<file path="src/rtl/instr_prefetch_queue.sv">
// instr_prefetch_queue: instruction fetch front-end between the MMU instruction
// port and the controlpath. Fetches sequentially from fetch_addr, buffers up to
// DEPTH {word, pc, fault} entries and presents the head entry. A redirect flushes
// the queue and restarts fetch at redirect_pc. A faulting fetch halts fetch until
// the next redirect.
//
// Optional build macro PREFETCH_STATS_EN adds stall_count and flush_count
// saturating statistics outputs.

module instr_prefetch_queue #(
    parameter int          DEPTH    = 4,
    parameter logic [31:0] RESET_PC = 32'h0000_0000,
    parameter int          PC_STEP  = 4
) (
    input  logic        clk,
    input  logic        rst_n,
    output logic [31:0] fetch_addr,
    input  logic [31:0] mmu_instr,
    input  logic        wait_instr,
    input  logic        instr_segv,
    input  logic        redirect,
    input  logic [31:0] redirect_pc,
    input  logic        pc_inc,
    output logic [31:0] instruction,
    output logic [31:0] instr_pc,
    output logic        instr_valid,
    output logic        instr_fault
`ifdef PREFETCH_STATS_EN
    ,
    output logic [31:0] stall_count,
    output logic [15:0] flush_count
`endif
);

    localparam int PTR_W = $clog2(DEPTH);
    localparam int CNT_W = PTR_W + 1;
    localparam logic [CNT_W-1:0] FULL_CNT = CNT_W'(DEPTH);
    localparam logic [31:0]      STEP     = 32'(PC_STEP);

    // Entry storage, split into parallel arrays indexed by pointer.
    logic [31:0] word_mem  [DEPTH];
    logic [31:0] pc_mem    [DEPTH];
    logic        fault_mem [DEPTH];

    logic [PTR_W-1:0] rd_ptr;
    logic [PTR_W-1:0] wr_ptr;
    logic [CNT_W-1:0] count;
    logic             halted;

    logic not_full;
    logic accept;
    logic pop;

    // Handshake decode: full is judged on the pre-pop count; redirect blocks both.
    always_comb begin
        not_full = (count < FULL_CNT);
        accept   = !wait_instr && !halted && not_full && !redirect;
        pop      = pc_inc && instr_valid && !redirect;
    end

    // Entry write port; contents are only observed through count, so no reset.
    // NOTE: storage arrays are left unreset so they map onto plain RAM/flops
    // without a reset tree; validity is tracked entirely by count.
    always_ff @(posedge clk) begin
        if (accept) begin
            word_mem[wr_ptr]  <= mmu_instr;
            pc_mem[wr_ptr]    <= fetch_addr;
            fault_mem[wr_ptr] <= instr_segv;
        end
    end

    // Pointer, occupancy, halt and fetch-address control; redirect has priority.
    // NOTE: all state here uses non-blocking assignments so every register
    // samples the pre-edge values of its neighbours.
    always_ff @(posedge clk or negedge rst_n) begin
        if (!rst_n) begin
            rd_ptr     <= '0;
            wr_ptr     <= '0;
            count      <= '0;
            halted     <= 1'b0;
            fetch_addr <= RESET_PC;
        end else if (redirect) begin
            rd_ptr     <= '0;
            wr_ptr     <= '0;
            count      <= '0;
            halted     <= 1'b0;
            fetch_addr <= redirect_pc;
        end else begin
            if (accept) begin
                wr_ptr <= wr_ptr + 1'b1;
                if (instr_segv) begin
                    halted <= 1'b1;
                end else begin
                    fetch_addr <= fetch_addr + STEP;
                end
            end
            if (pop) begin
                rd_ptr <= rd_ptr + 1'b1;
            end
            case ({accept, pop})
                2'b10:   count <= count + 1'b1;
                2'b01:   count <= count - 1'b1;
                default: count <= count;
            endcase
        end
    end

    // Head entry presentation; reads as zero when the queue is empty.
    // NOTE: every output gets a default before the conditional so no latch
    // is inferred.
    always_comb begin
        instr_valid = (count != '0);
        instruction = '0;
        instr_pc    = '0;
        instr_fault = 1'b0;
        if (instr_valid) begin
            instruction = word_mem[rd_ptr];
            instr_pc    = pc_mem[rd_ptr];
            instr_fault = fault_mem[rd_ptr];
        end
    end

`ifdef PREFETCH_STATS_EN
    // Saturating statistics: MMU stall cycles that blocked a wanted fetch, and redirects.
    always_ff @(posedge clk or negedge rst_n) begin
        if (!rst_n) begin
            stall_count <= '0;
            flush_count <= '0;
        end else begin
            if (wait_instr && !halted && not_full && (stall_count != '1)) begin
                stall_count <= stall_count + 1'b1;
            end
            if (redirect && (flush_count != '1)) begin
                flush_count <= flush_count + 1'b1;
            end
        end
    end
`endif

endmodule

</file>
<file path="config.mk">
export PLATFORM = sky130hd
export DESIGN_NAME = instr_prefetch_queue
export DESIGN_NICKNAME = d
export VERILOG_FILES = /design/src/rtl/instr_prefetch_queue.sv
export SDC_FILE = /design/constraint.sdc
export NUM_CORES = 1
export LEC_CHECK = 0
export ABC_AREA = 1
export ABC_CLOCK_PERIOD_IN_PS = 4500
export CORE_ASPECT_RATIO = 0.75
export CORE_MARGIN = 8
export CORE_UTILIZATION = 50
export CTS_CLUSTER_SIZE = 30
export DETAILED_ROUTE_END_ITERATION = 8
export MAX_ROUTING_LAYER = met4
export PLACE_DENSITY = 0.75
export RECOVER_POWER = 25
export SLEW_MARGIN = 20
export SYNTH_ARGS = -nofsm -noshare
export SYNTH_HDL_FRONTEND = slang
export SYNTH_SLANG_ARGS = --single-unit
</file>
<file path="constraint.sdc">
create_clock -name clk -period 4.5 [get_ports clk]
set_input_delay 0.9 -clock clk [delete_from_list [all_inputs] [get_ports clk]]
set_output_delay 0.9 -clock clk [all_outputs]
set_load 0.01 [all_outputs]
</file>
==> run_summary.xml, run 1 <==
<?xml version="1.0" encoding="UTF-8"?>
<metrics>
  <group name="timing">
    <metric name="finalCriticalPeriod" unit="ns">3.793</metric>
    <metric name="timing.max_slew.rel_slack" unit="%">36.34</metric>
    <metric name="final_min_period_over_clock_period" unit="%">84.30</metric>
    <metric name="report.final.setup_viol" unit="">0</metric>
    <metric name="hold_ws" unit="ns">0.5030</metric>
    <metric name="maxClockFrequency" unit="MHz">263.6</metric>
    <metric name="hold_viol" unit="">0</metric>
    <metric name="rsz0062_at_grt" unit="">no</metric>
    <metric name="worst_pin_slew" unit="ns">0.9549</metric>
    <metric name="drv_slew" unit="">0</metric>
    <metric name="timing.final.ws_setup" unit="ns">0.7066</metric>
    <metric name="clock-skew-final" unit="ns">0.006932</metric>
  </group>
  <group name="synthesis">
    <metric name="syn_nets" unit="">1286</metric>
    <metric name="netlist_instances" unit="">1210</metric>
    <metric name="yosysTopAreaCellShare" unit="%">60.51</metric>
    <metric name="synth_seq_area_share" unit="%">68.26</metric>
    <metric name="yosys-top-cells-area" unit="">sky130_fd_sc_hd__edfxtp_1 (61%), sky130_fd_sc_hd__nor2_1 (9.9%), sky130_fd_sc_hd__dfrtp_1 (7.8%)</metric>
    <metric name="synth.cell_area" unit="sq um">12900</metric>
    <metric name="syn_area_per_cell" unit="sq um">10.66</metric>
    <metric name="ys_types" unit="">37</metric>
    <metric name="ys_seq_elements" unit="">300</metric>
    <metric name="synth.largest_area_cell" unit="">sky130_fd_sc_hd__edfxtp_1</metric>
    <metric name="synth-warning-count" unit="">0</metric>
  </group>
  <group name="worst_setup_path">
    <metric name="critical_path_required" unit="ns">3.60</metric>
    <metric name="timing.reg2reg.worst_path_depth" unit="">6</metric>
    <metric name="critPathKind" unit="">flip-flop to output pin</metric>
    <metric name="crit_top_cell" unit="">sky130_fd_sc_hd__inv_2</metric>
    <metric name="cp_cell_sequence" unit="">inv_2, nand3_1, inv_2, buf_4, a21oi_1, clkdlybuf4s50_1</metric>
    <metric name="critical_path.startpoint_type" unit="">flip-flop</metric>
    <metric name="largest_fanout_of_any_net_on_the_critical_path" unit="">33</metric>
    <metric name="arrival_time_at_the_worst_endpoint" unit="ns">2.89</metric>
    <metric name="worstSetupEndpointType" unit="">output pin</metric>
    <metric name="cpMaxStageDelayCell" unit="">sky130_fd_sc_hd__inv_2</metric>
    <metric name="critPathMaxStageDelay" unit="ns">0.66</metric>
  </group>
  <group name="power_and_ir_drop">
    <metric name="max-vdd-ir-drop" unit="mV">0.3020</metric>
    <metric name="power.density_cell_area" unit="nW/um^2">549.0</metric>
    <metric name="power.share.switching" unit="%">31.93</metric>
    <metric name="seq_power_share" unit="%">39.4</metric>
    <metric name="power_frac_comb" unit="%">31.3</metric>
    <metric name="clkPwrFrac" unit="%">29.3</metric>
    <metric name="netSwitchingPower" unit="W">0.002800</metric>
    <metric name="total_leakage_power" unit="nW">5.662</metric>
    <metric name="intPower" unit="W">0.005969</metric>
  </group>
  <group name="layout">
    <metric name="final_cell_count_no_fill" unit="">1729</metric>
    <metric name="area_growth_syn_to_layout" unit="%">23.78</metric>
    <metric name="post_route_cells_drive_above_1_share" unit="%">7.437</metric>
    <metric name="antennaDiodeCount" unit="">0</metric>
    <metric name="finish.net_count" unit="">1438</metric>
    <metric name="fillers" unit="">1967</metric>
    <metric name="post-route-util" unit="%">62.26</metric>
    <metric name="post-route-cell-area" unit="sq um">15970</metric>
  </group>
  <group name="cts">
    <metric name="clock_insertion_delay_worst_skew" unit="ns">0.54</metric>
    <metric name="cts-root-to-sink-buffers" unit="">3</metric>
    <metric name="tritoncts_clock_tree" unit="">yes</metric>
    <metric name="resize_count_post_cts" unit="">0</metric>
    <metric name="cts.hold.buffers_added" unit="">0</metric>
    <metric name="cts_htree_levels" unit="">1</metric>
    <metric name="cts_made_buffers" unit="">29</metric>
    <metric name="post-cts-setup-buffer-count" unit="">0</metric>
    <metric name="numClockSinks" unit="">300</metric>
    <metric name="cts.root.buffer_cell" unit="">sky130_fd_sc_hd__clkbuf_16</metric>
    <metric name="clk_transition_reported_paths" unit="ns">0.06</metric>
  </group>
  <group name="routing">
    <metric name="drt_iter0_markers" unit="">772</metric>
    <metric name="route.detailed.drc" unit="">0</metric>
    <metric name="route.vias.total" unit="">9300</metric>
    <metric name="average_via_count_per_standard_cell" unit="">5.379</metric>
    <metric name="drt_wl_total" unit="um">32280</metric>
    <metric name="first_pass_iters" unit="">5</metric>
    <metric name="post_drt_wl_per_cell" unit="um">18.67</metric>
    <metric name="postRouteAntennaNets" unit="">0</metric>
  </group>
  <group name="global_routing">
    <metric name="via_count_of_the_first_global_routing_pass" unit="">9061</metric>
    <metric name="track_usage" unit="%">20.83</metric>
    <metric name="globalRouteOverflowTotal" unit="">0</metric>
    <metric name="initial_antenna_violation_count" unit="">0</metric>
    <metric name="grt_max_degree" unit="">73</metric>
    <metric name="wire_length_of_the_first_global_routing_pass" unit="um">50800</metric>
  </group>
  <group name="placement">
    <metric name="hpwl" unit="um">19470</metric>
    <metric name="place_inst" unit="">1675</metric>
    <metric name="finalWeightedCongestion" unit="">0.8899</metric>
    <metric name="buffers_on_ports" unit="">167</metric>
    <metric name="postPlaceCellArea" unit="sq um">14950</metric>
    <metric name="post-place-ws" unit="ns">1.199</metric>
  </group>
  <group name="die">
    <metric name="pin_count" unit="">168</metric>
    <metric name="fp-row-count" unit="">51</metric>
    <metric name="die_h" unit="um">155.1</metric>
    <metric name="floorplan.die_area" unit="sq um">31260</metric>
    <metric name="core_area" unit="sq um">25650</metric>
    <metric name="fp.dieW" unit="um">201.5</metric>
    <metric name="initial_core_util" unit="%">50.30</metric>
  </group>
  <group name="status">
    <metric name="run_status" unit="">finished clean</metric>
  </group>
  <group name="min_path">
    <metric name="min_delay_worst_type" unit="">primary input to asynchronous set/reset pin</metric>
  </group>
  <group name="flow_run">
    <metric name="max_cap_viol_count" unit="">0</metric>
  </group>
</metrics>
## placed cells by master (no fill, tap or decap), types with 6 or more instances in the layout
master and count:
sky130_fd_sc_hd__nor2_4 10, sky130_fd_sc_hd__bufinv_16 6, sky130_fd_sc_hd__buf_4 8, sky130_fd_sc_hd__dfrtp_1 38, sky130_fd_sc_hd__nor2_1 337, sky130_fd_sc_hd__nand2_2 8, sky130_fd_sc_hd__o21ai_0 148, sky130_fd_sc_hd__edfxtp_1 260
sky130_fd_sc_hd__buf_12 7, sky130_fd_sc_hd__dlygate4sd3_1 13, sky130_fd_sc_hd__inv_1 41, sky130_fd_sc_hd__clkdlybuf4s50_1 153, sky130_fd_sc_hd__nor2_2 8, sky130_fd_sc_hd__a21oi_1 76, sky130_fd_sc_hd__nand2_1 133, sky130_fd_sc_hd__nand3_1 40
sky130_fd_sc_hd__clkbuf_16 29, sky130_fd_sc_hd__nor3_1 6
## cells in the mapped netlist
master	instances
sky130_fd_sc_hd__a211oi_1	1
sky130_fd_sc_hd__a21oi_1	76
sky130_fd_sc_hd__a22oi_1	1
sky130_fd_sc_hd__a22oi_2	2
sky130_fd_sc_hd__a31oi_1	1
sky130_fd_sc_hd__and2_1	1
sky130_fd_sc_hd__buf_1	3
sky130_fd_sc_hd__buf_2	31
sky130_fd_sc_hd__buf_4	3
sky130_fd_sc_hd__buf_6	1
sky130_fd_sc_hd__clkbuf_1	23
sky130_fd_sc_hd__dfrtp_1	40
sky130_fd_sc_hd__edfxtp_1	260
sky130_fd_sc_hd__fa_1	1
sky130_fd_sc_hd__ha_1	5
sky130_fd_sc_hd__inv_1	43
sky130_fd_sc_hd__inv_2	3
sky130_fd_sc_hd__nand2_1	133
sky130_fd_sc_hd__nand2_2	8
sky130_fd_sc_hd__nand2_4	1
sky130_fd_sc_hd__nand3_1	40
sky130_fd_sc_hd__nand3_2	1
sky130_fd_sc_hd__nand3b_1	1
sky130_fd_sc_hd__nand4_1	4
sky130_fd_sc_hd__nand4_4	1
sky130_fd_sc_hd__nor2_1	341
sky130_fd_sc_hd__nor2_2	8
sky130_fd_sc_hd__nor2_4	6
sky130_fd_sc_hd__nor3_1	6
sky130_fd_sc_hd__nor4_1	2
sky130_fd_sc_hd__o211a_1	1
sky130_fd_sc_hd__o211ai_1	5
sky130_fd_sc_hd__o21ai_0	148
sky130_fd_sc_hd__o21ai_1	3
sky130_fd_sc_hd__o21ai_2	1
sky130_fd_sc_hd__xnor2_1	1
sky130_fd_sc_hd__xor2_1	4
## power groups by stage
stage	Combinational [W]	Clock, W	Sequential, W
after floorplan	0.00137	0	0.00347
after global placement	0.00272	0	0.00350
after detailed placement	0.00276	0	0.00351
after CTS	0.00278	0.00261	0.00345
after global routing	0.00301	0.00271	0.00348
final	0.00274	0.00257	0.00346
## metal layers
metal	global-route usage [%]	wire length (um)	vias to the layer above
met5	-	0	-
met4	3.992	497	0
met3	3.241	2433	41
met2	32.31	15080	400
met1	29.24	14280	4392
li1	-	-	4467
## path summary, 6_finish.rpt
| path | start | endpoint | slack (ns) |
|---|---|---|---|
| min in group clk | fetch_addr[1] | pc_mem[3][1] | 0.59 |
| max in group asynchronous | rst_n | rd_ptr[0] | 3.28 |
| hold reg to reg | fetch_addr[1] | pc_mem[3][1] | 0.59 |
| setup reg to reg | count[2] | word_mem[1][3] | 2.15 |
| hold / removal | rst_n | fetch_addr[24] | 0.50 |
| setup / recovery | count[2] | instruction[19] | 0.71 |
## critical path: cells and delay by family, from the launching register on
family	cells	cell delay (ns)
buffers and inverters	4	1.64
and+or+nand+nor	1	0.21
AOI/OAI and AO/OA	1	0.10
DFF	1	0.40
## kinds of logic (layout without fill, tap and decap cells)
kind of cell | count (synthesis) | after routing | synth area share, %
buffers and inverters | 107 | 282 | 3.559
AND/OR/NAND/NOR | 553 | 553 | 17.60
adder cells (fa/ha/maj) | 6 | 6 | 0.6400
XOR/XNOR | 5 | 5 | 0.3394
AO/OA/AOI/OAI | 239 | 239 | 9.600
flip-flops | 300 | 300 | 68.26
## cell type report
class	count	area [sq um]	area share [%]
clock inverter	23	287.8	1.802
clock buffer	31	733.2	4.591
tap	344	430.4	2.695
sequential	300	8813	55.18
multi-input combinational	803	3666	22.95
timing repair buffer	182	1867	11.69
inverter	46	173.9	1.089
## metrics by stage
stage                     total power (W)  TNS (ns)
after floorplan                  0.004839    -59.34
after global placement           0.006219         0
after detailed placement         0.006273         0
after CTS                        0.008841         0
after global routing             0.009200         0
final                            0.008769         0
## state kept, by name, indices dropped and copies added (netlist names)
register,flops
count,3
fault_mem,4
fetch_addr,32
halted,1
pc_mem,128
rd_ptr,2
word_mem,128
wr_ptr,2
Power figures use the tool's default switching activity.
==> run 2: changes to the inputs <==
- ABC_CLOCK_PERIOD_IN_PS: 4500 -> 3600
- CORE_UTILIZATION: 50 -> 55
- PLACE_DENSITY: 0.75 -> 0.79
- clock period: 4.5 -> 3.6 ns (I/O delays scaled with it)
==> run 2 against run 1 <==
  * Core utilization rose by 6.9 points
  * Clock power rose by 18%
  * Die area fell by 8.3%
  * Flip-flop and latch count did not move
  * Worst setup slack got worse by 0.46 ns
  * Register-to-register slack got worse by 0.79 ns
  * Sequential power rose by 24%
  * Non-clock buffer count rose by 7
  * Routed wire length fell by 0.36%
  * Combinational power rose by 27%
  * Largest power group unchanged
==> run_summary.xml, run 2 (synthesis results as in run 1) <==
<?xml version="1.0" encoding="UTF-8"?>
<metrics>
  <group name="global_routing">
    <metric name="globalRouteOverflowTotal" unit="">0</metric>
    <metric name="grt_max_degree" unit="">89</metric>
    <metric name="via_count_of_the_first_global_routing_pass" unit="">9207</metric>
    <metric name="wire_length_of_the_first_global_routing_pass" unit="um">49560</metric>
    <metric name="track_usage" unit="%">22.46</metric>
    <metric name="initial_antenna_violation_count" unit="">0</metric>
  </group>
  <group name="power_and_ir_drop">
    <metric name="clkPwrFrac" unit="%">28.0</metric>
    <metric name="netSwitchingPower" unit="W">0.003472</metric>
    <metric name="power" unit="W">0.01082</metric>
    <metric name="max-vdd-ir-drop" unit="mV">0.4616</metric>
    <metric name="total_leakage_power" unit="nW">5.678</metric>
    <metric name="seq_power_share" unit="%">39.8</metric>
    <metric name="intPower" unit="W">0.007344</metric>
    <metric name="power_frac_comb" unit="%">32.3</metric>
    <metric name="power.share.switching" unit="%">32.10</metric>
    <metric name="power.density_cell_area" unit="nW/um^2">679.5</metric>
  </group>
  <group name="die">
    <metric name="fp.dieW" unit="um">192.9</metric>
    <metric name="floorplan.die_area" unit="sq um">28670</metric>
    <metric name="initial_core_util" unit="%">56.10</metric>
    <metric name="pin_count" unit="">168</metric>
    <metric name="core_area" unit="sq um">23000</metric>
    <metric name="fp-row-count" unit="">48</metric>
    <metric name="die_h" unit="um">148.7</metric>
  </group>
  <group name="layout">
    <metric name="layout_top_registers" unit="">pc_mem: 128 flops, word_mem: 128 flops, fetch_addr: 32 flops</metric>
    <metric name="finish.net_count" unit="">1445</metric>
    <metric name="post-route-cell-area" unit="sq um">15920</metric>
    <metric name="leading_cell_type_in_the_layout_fill_and_taps_excluded" unit="">sky130_fd_sc_hd__nor2_1</metric>
    <metric name="most-common-layout-cells" unit="">sky130_fd_sc_hd__nor2_1 (337), sky130_fd_sc_hd__edfxtp_1 (260), sky130_fd_sc_hd__clkdlybuf4s50_1 (152)</metric>
    <metric name="fillers" unit="">1667</metric>
    <metric name="area_growth_syn_to_layout" unit="%">23.36</metric>
    <metric name="post_route_cells_drive_above_1_share" unit="%">7.189</metric>
    <metric name="antennaDiodeCount" unit="">0</metric>
    <metric name="post-route-util" unit="%">69.20</metric>
  </group>
  <group name="timing">
    <metric name="report.final.setup_viol" unit="">0</metric>
    <metric name="drv_slew" unit="">0</metric>
    <metric name="clock-skew-final" unit="ns">0.01358</metric>
    <metric name="finalCriticalPeriod" unit="ns">3.351</metric>
    <metric name="timing.max_slew.rel_slack" unit="%">34.36</metric>
    <metric name="maxClockFrequency" unit="MHz">298.4</metric>
    <metric name="worst_pin_slew" unit="ns">0.9847</metric>
    <metric name="hold_viol" unit="">0</metric>
    <metric name="rsz0062_at_grt" unit="">no</metric>
    <metric name="setup_total_negative_slack" unit="ns">0</metric>
    <metric name="final_min_period_over_clock_period" unit="%">93.08</metric>
  </group>
  <group name="worst_setup_path">
    <metric name="critical_path.startpoint_type" unit="">flip-flop</metric>
    <metric name="arrival_time_at_the_worst_endpoint" unit="ns">2.63</metric>
    <metric name="largest_fanout_of_any_net_on_the_critical_path" unit="">43</metric>
    <metric name="critical_path_required" unit="ns">2.88</metric>
    <metric name="critPathKind" unit="">flip-flop to output pin</metric>
    <metric name="worstSetupEndpointType" unit="">output pin</metric>
  </group>
  <group name="cts">
    <metric name="clock_insertion_delay_worst_skew" unit="ns">0.55</metric>
    <metric name="tritoncts_clock_tree" unit="">yes</metric>
    <metric name="cts.hold.buffers_added" unit="">0</metric>
    <metric name="cts_made_buffers" unit="">29</metric>
    <metric name="resize_count_post_cts" unit="">0</metric>
    <metric name="cts.root.buffer_cell" unit="">sky130_fd_sc_hd__clkbuf_16</metric>
    <metric name="clk_transition_reported_paths" unit="ns">0.06</metric>
    <metric name="numClockSinks" unit="">300</metric>
    <metric name="cts_htree_levels" unit="">1</metric>
    <metric name="cts-root-to-sink-buffers" unit="">3</metric>
    <metric name="post-cts-setup-buffer-count" unit="">0</metric>
  </group>
  <group name="routing">
    <metric name="post_drt_wl_per_cell" unit="um">19.02</metric>
    <metric name="drt_iter0_markers" unit="">767</metric>
    <metric name="drt_wl_total" unit="um">32170</metric>
    <metric name="average_via_count_per_standard_cell" unit="">5.622</metric>
    <metric name="route.vias.total" unit="">9506</metric>
    <metric name="postRouteAntennaNets" unit="">0</metric>
    <metric name="route.detailed.drc" unit="">0</metric>
    <metric name="first_pass_iters" unit="">5</metric>
  </group>
  <group name="flow_run">
    <metric name="max_cap_viol_count" unit="">0</metric>
  </group>
  <group name="placement">
    <metric name="postPlaceCellArea" unit="sq um">14990</metric>
    <metric name="buffers_on_ports" unit="">167</metric>
    <metric name="finalWeightedCongestion" unit="">0.8937</metric>
    <metric name="hpwl" unit="um">20040</metric>
  </group>
  <group name="status">
    <metric name="run_status" unit="">finished clean</metric>
  </group>
  <group name="min_path">
    <metric name="min_delay_worst_type" unit="">primary input to asynchronous set/reset pin</metric>
  </group>
</metrics>
-- run 2: final timing paths --
kind	startpoint	endpoint	slack (ns)	depth (start not counted)
worst min register to register	fetch_addr[0]	pc_mem[1][0]	0.58	0
min in group clk	fetch_addr[0]	pc_mem[1][0]	0.58	0
worst min-delay path	rst_n	fetch_addr[21]	0.34	1
worst max-delay path	rd_ptr[0]	instr_pc[6]	0.25	6
max in group asynchronous	rst_n	rd_ptr[0]	2.54	1
worst max register to register	count[2]	word_mem[1][0]	1.36	6
-- run 2: final cells by class --
cell class | instances | area [sq um] | share of cell area [%]
Sequential cell | 300 | 8813 | 55.37
Multi-Input combinational cell | 803 | 3666 | 23.03
Timing Repair Buffer | 189 | 1946 | 12.22
Clock buffer | 34 | 744.5 | 4.677
Tap cell | 300 | 375.4 | 2.358
Clock inverter | 19 | 198.9 | 1.250
Inverter | 46 | 173.9 | 1.093
-- run 2: worst max-delay path, cell delays in order (launching register included) --
cell and delay, ns:
sky130_fd_sc_hd__dfrtp_4 0.44, sky130_fd_sc_hd__buf_4 0.41, sky130_fd_sc_hd__nor2_1 0.13, sky130_fd_sc_hd__nor2_1 0.10, sky130_fd_sc_hd__o21ai_0 0.09, sky130_fd_sc_hd__a21oi_1 0.31
sky130_fd_sc_hd__clkdlybuf4s50_1 0.61
-- run 2: layer usage --
layer | wire [um] | track usage (%) | vias up
met4 | 589 | 4.764 | 0
met5 | 0 | - | -
li1 | - | - | 4473
met3 | 2562 | 3.463 | 53
met2 | 15130 | 34.23 | 403
met1 | 13880 | 31.76 | 4577
-- run 2: per-stage QoR --
step / cells / hold WS, ns / setup WS (ns)
floorplan: 1210 / 0.4244 / -0.9482
global placement: 1638 / 0.5621 / 0.6459
detailed placement: 1638 / 0.5768 / 0.6104
CTS: 1691 / 0.3453 / 0.2577
global route: 1691 / 0.3942 / 0.1444
finish: 1691 / 0.3362 / 0.2491
-- run 2: power groups by stage --
stage          Clock, W  Sequential [W]  Combinational, W
2_1_floorplan         0         0.00433           0.00172
3_3_place_gp          0         0.00435           0.00345
3_5_place_dp          0         0.00436           0.00351
4_1_cts         0.00306         0.00429           0.00353
5_1_grt         0.00319         0.00432           0.00378
6_report        0.00303         0.00430           0.00349
==> run 3: changes to the inputs <==
- ABC_AREA: 1 -> default
- CORE_UTILIZATION: 55 -> 63
- DONT_BUFFER_PORTS: default -> 1
- PLACE_DENSITY: 0.79 -> 0.78
- SETUP_SLACK_MARGIN: default -> 0.1
==> run 3 against run 2 <==
  * The flow now finishes with violations (capacitance limit, slew limit)
  * Via count shrank 35%
  * Total power shrank 16%
  * Clock skew grew 0.011 ns
  * Maximum frequency grew 9.4%
  * Non-clock buffer count shrank 174
  * Worst setup slack gained 0.29 ns
  * First-iteration DRC count shrank 19%
==> run_summary.xml, run 3 <==
<?xml version="1.0" encoding="UTF-8"?>
<metrics>
  <group name="synthesis">
    <metric name="async_reset_ff_share" unit="%">13.33</metric>
    <metric name="synth-edff-count" unit="">260</metric>
    <metric name="syn_nets" unit="">745</metric>
    <metric name="synth_flop_cell" unit="">sky130_fd_sc_hd__edfxtp_1</metric>
    <metric name="synth.largest_area_cell" unit="">sky130_fd_sc_hd__edfxtp_1</metric>
    <metric name="synth_seq_area_share" unit="%">72.98</metric>
    <metric name="synth-warning-count" unit="">0</metric>
    <metric name="netlist_instances" unit="">669</metric>
    <metric name="most_numerous_cell_types_in_the_synthesized_netlist" unit="">sky130_fd_sc_hd__edfxtp_1 (260), sky130_fd_sc_hd__and2_1 (66), sky130_fd_sc_hd__mux4_2 (65)</metric>
    <metric name="synth.most_common_cell" unit="">sky130_fd_sc_hd__edfxtp_1</metric>
    <metric name="ys_seq_elements" unit="">300</metric>
    <metric name="synth.cell_area" unit="sq um">12070</metric>
    <metric name="yosys-top-cells-area" unit="">sky130_fd_sc_hd__edfxtp_1 (65%), sky130_fd_sc_hd__mux4_2 (12%), sky130_fd_sc_hd__dfrtp_1 (8.3%)</metric>
    <metric name="syn_area_per_cell" unit="sq um">18.04</metric>
    <metric name="yosysTopAreaCellShare" unit="%">64.69</metric>
    <metric name="ys_types" unit="">35</metric>
  </group>
  <group name="timing">
    <metric name="rsz0062_at_grt" unit="">no</metric>
    <metric name="drv_slew" unit="">41</metric>
    <metric name="hold_viol" unit="">0</metric>
    <metric name="maxClockFrequency" unit="MHz">326.4</metric>
    <metric name="worst_pin_slew" unit="ns">2.223</metric>
    <metric name="finalCriticalPeriod" unit="ns">3.063</metric>
    <metric name="timing.final.ws_setup" unit="ns">0.5365</metric>
    <metric name="final_min_period_over_clock_period" unit="%">85.10</metric>
    <metric name="clock-skew-final" unit="ns">0.02417</metric>
    <metric name="timing.max_slew.rel_slack" unit="%">-48.18</metric>
    <metric name="setup_total_negative_slack" unit="ns">0</metric>
    <metric name="report.final.setup_viol" unit="">0</metric>
  </group>
  <group name="placement">
    <metric name="hpwl" unit="um">15680</metric>
    <metric name="finalWeightedCongestion" unit="">0.8333</metric>
    <metric name="post-place-ws" unit="ns">0.9381</metric>
    <metric name="buffers_on_ports" unit="">0</metric>
  </group>
  <group name="cts">
    <metric name="cts_made_buffers" unit="">28</metric>
    <metric name="cts_htree_levels" unit="">1</metric>
    <metric name="clock_insertion_delay_worst_skew" unit="ns">0.54</metric>
    <metric name="clk_transition_reported_paths" unit="ns">0.07</metric>
    <metric name="tritoncts_clock_tree" unit="">yes</metric>
    <metric name="post-cts-setup-buffer-count" unit="">0</metric>
    <metric name="cts.hold.buffers_added" unit="">1</metric>
    <metric name="cts-root-to-sink-buffers" unit="">3</metric>
    <metric name="numClockSinks" unit="">300</metric>
    <metric name="resize_count_post_cts" unit="">0</metric>
    <metric name="cts.root.buffer_cell" unit="">sky130_fd_sc_hd__clkbuf_16</metric>
  </group>
  <group name="worst_setup_path">
    <metric name="worst_r2r_endpoint" unit="">fetch_addr[31]</metric>
    <metric name="worstSetupEndpointType" unit="">output pin</metric>
    <metric name="timing.reg2reg.worst_path_depth" unit="">4</metric>
    <metric name="cp_cell_sequence" unit="">buf_4, mux4_2, and2_1</metric>
    <metric name="arrival_time_at_the_worst_endpoint" unit="ns">2.34</metric>
    <metric name="critPathKind" unit="">flip-flop to output pin</metric>
    <metric name="critical_path.startpoint_type" unit="">flip-flop</metric>
    <metric name="worst_r2r_startpoint" unit="">count[2]</metric>
    <metric name="critical_path_required" unit="ns">2.88</metric>
    <metric name="largest_fanout_of_any_net_on_the_critical_path" unit="">15</metric>
    <metric name="cpMaxStageDelayCell" unit="">sky130_fd_sc_hd__dfrtp_4</metric>
    <metric name="rrSetupSlack" unit="ns">1.08</metric>
    <metric name="critical-path-top-delay-family" unit="">flip-flops</metric>
    <metric name="critPathMaxStageDelay" unit="ns">0.64</metric>
    <metric name="worst_path_buffer_plus_inverter_count" unit="">1</metric>
  </group>
  <group name="layout">
    <metric name="layout_top_registers" unit="">pc_mem: 128 flops, word_mem: 128 flops, fetch_addr: 32 flops</metric>
    <metric name="post_route_cells_drive_above_1_share" unit="%">18.48</metric>
    <metric name="most-common-layout-cells" unit="">sky130_fd_sc_hd__edfxtp_1 (260), sky130_fd_sc_hd__and2_1 (66), sky130_fd_sc_hd__mux4_2 (65)</metric>
    <metric name="area_of_the_multi_input_gates" unit="sq um">3119</metric>
    <metric name="area_growth_syn_to_layout" unit="%">10.51</metric>
    <metric name="fillers" unit="">1171</metric>
    <metric name="finish.net_count" unit="">753</metric>
    <metric name="leading_cell_type_in_the_layout_fill_and_taps_excluded" unit="">sky130_fd_sc_hd__edfxtp_1</metric>
    <metric name="register_area" unit="sq um">8816</metric>
  </group>
  <group name="die">
    <metric name="initial_core_util" unit="%">63.36</metric>
    <metric name="die_h" unit="um">135.9</metric>
    <metric name="core_area" unit="sq um">19050</metric>
    <metric name="floorplan.die_area" unit="sq um">23890</metric>
    <metric name="fp-row-count" unit="">44</metric>
    <metric name="pin_count" unit="">168</metric>
    <metric name="fp.dieW" unit="um">175.8</metric>
  </group>
  <group name="status">
    <metric name="failing_checks" unit="">capacitance limit, slew limit</metric>
    <metric name="run_status" unit="">complete, but fails checks</metric>
  </group>
  <group name="routing">
    <metric name="route.vias.total" unit="">6163</metric>
    <metric name="post_drt_wl_per_cell" unit="um">26.11</metric>
    <metric name="average_via_count_per_standard_cell" unit="">6.474</metric>
    <metric name="postRouteAntennaNets" unit="">0</metric>
    <metric name="drt_wl_total" unit="um">24860</metric>
    <metric name="route.detailed.drc" unit="">0</metric>
    <metric name="drt_iter0_markers" unit="">621</metric>
    <metric name="first_pass_iters" unit="">5</metric>
  </group>
  <group name="power_and_ir_drop">
    <metric name="power.density_cell_area" unit="nW/um^2">679.3</metric>
    <metric name="max-vdd-ir-drop" unit="mV">0.4750</metric>
    <metric name="total_leakage_power" unit="nW">4.237</metric>
  </group>
  <group name="min_path">
    <metric name="hp-start" unit="">redirect</metric>
    <metric name="min_delay_worst_type" unit="">primary input to flip-flop</metric>
    <metric name="hold_depth" unit="">1</metric>
    <metric name="min_to" unit="">halted</metric>
  </group>
  <group name="global_routing">
    <metric name="grt_max_degree" unit="">68</metric>
    <metric name="track_usage" unit="%">21.35</metric>
    <metric name="wire_length_of_the_first_global_routing_pass" unit="um">37700</metric>
    <metric name="globalRouteOverflowTotal" unit="">0</metric>
    <metric name="initial_antenna_violation_count" unit="">1</metric>
    <metric name="via_count_of_the_first_global_routing_pass" unit="">6395</metric>
  </group>
  <group name="flow_run">
    <metric name="max_cap_viol_count" unit="">1</metric>
  </group>
</metrics>
[run 3: cell count changes after synthesis, sizes merged, moves of 65 or more]
cell   change
a21oi     -74
and2      +65
mux4      +65
nand2    -116
nor2     -330
o21ai    -137
[run 3: through the flow]
step           hold slack [ns]  area, sq um  total power (W)  std cells  utilization, %
2_1_floorplan           0.4244        12070         0.005833        669               -
3_3_place_gp            0.4256        12440         0.006277        899           65.30
3_5_place_dp            0.4255        12440         0.006354        899           65.30
4_1_cts                0.01956        13350         0.009160        951           70.07
5_1_grt                 0.2443        13340         0.009433        952           70.02
6_report                0.2471        13340         0.009060        952           70.02
[run 3: worst register-to-register path: stages (launching register included)]
cell and delay (ns):
sky130_fd_sc_hd__dfrtp_1 0.48, sky130_fd_sc_hd__or3_1 0.51, sky130_fd_sc_hd__or4_1 0.74, sky130_fd_sc_hd__or4_1 0.55, sky130_fd_sc_hd__a31oi_1 0.17
[run 3: how the worst max path moves through the flow]
| stage | end | depth (start not counted) | start |
|---|---|---|---|
| 2_1_floorplan | fault_mem[0] | 3 | wait_instr |
| 3_3_place_gp | fetch_addr[31] | 4 | wait_instr |
| 3_5_place_dp | fetch_addr[31] | 4 | wait_instr |
| 4_1_cts | instruction[31] | 3 | rd_ptr[0] |
| 5_1_grt | instruction[31] | 3 | rd_ptr[0] |
| 6_report | instruction[31] | 3 | rd_ptr[0] |
[run 3: power breakdown]
group	internal (W)	total, W	switching (W)
Combinational	0.000828	0.00194	0.00111
Clock	0.00162	0.00282	0.00120
Sequential	0.00404	0.00430	0.000267
[run 3: cell type report]
class | instances | share of cell area (%)
flip-flops and latches | 300 | 66.10
multi-input cells | 326 | 23.39
well taps | 253 | 2.373
clock buffers | 39 | 6.023
diodes | 1 | 0.01876
repair buffers | 15 | 1.285
clock inverters | 12 | 0.6473
inverters | 6 | 0.1689
[run 3: layer usage]
| metal | share of wire (%) | wire [um] | up-vias | global-route usage [%] |
|---|---|---|---|---|
| met3 | 11 | 2738 | 41 | 8.354 |
| met5 | 0 | 0 | - | - |
| met2 | 47 | 11780 | 266 | 32.69 |
| met4 | 2.1 | 534 | 0 | 5.073 |
| met1 | 39 | 9809 | 3179 | 26.82 |
| li1 | - | - | 2677 | - |
[run 3: cell families (layout without fill, tap and decap cells)]
group,count (synthesis),after routing,synth area share (%)
AOI/OAI and AO/OA,53,53,2.778
DFF,300,300,72.98
buffers and inverters,43,72,1.379
muxes,69,69,12.48
other,0,1,0
adders and majority gates,6,6,0.6842
and+or+nand+nor,184,184,8.677
xor gates and xnor gates,14,14,1.016
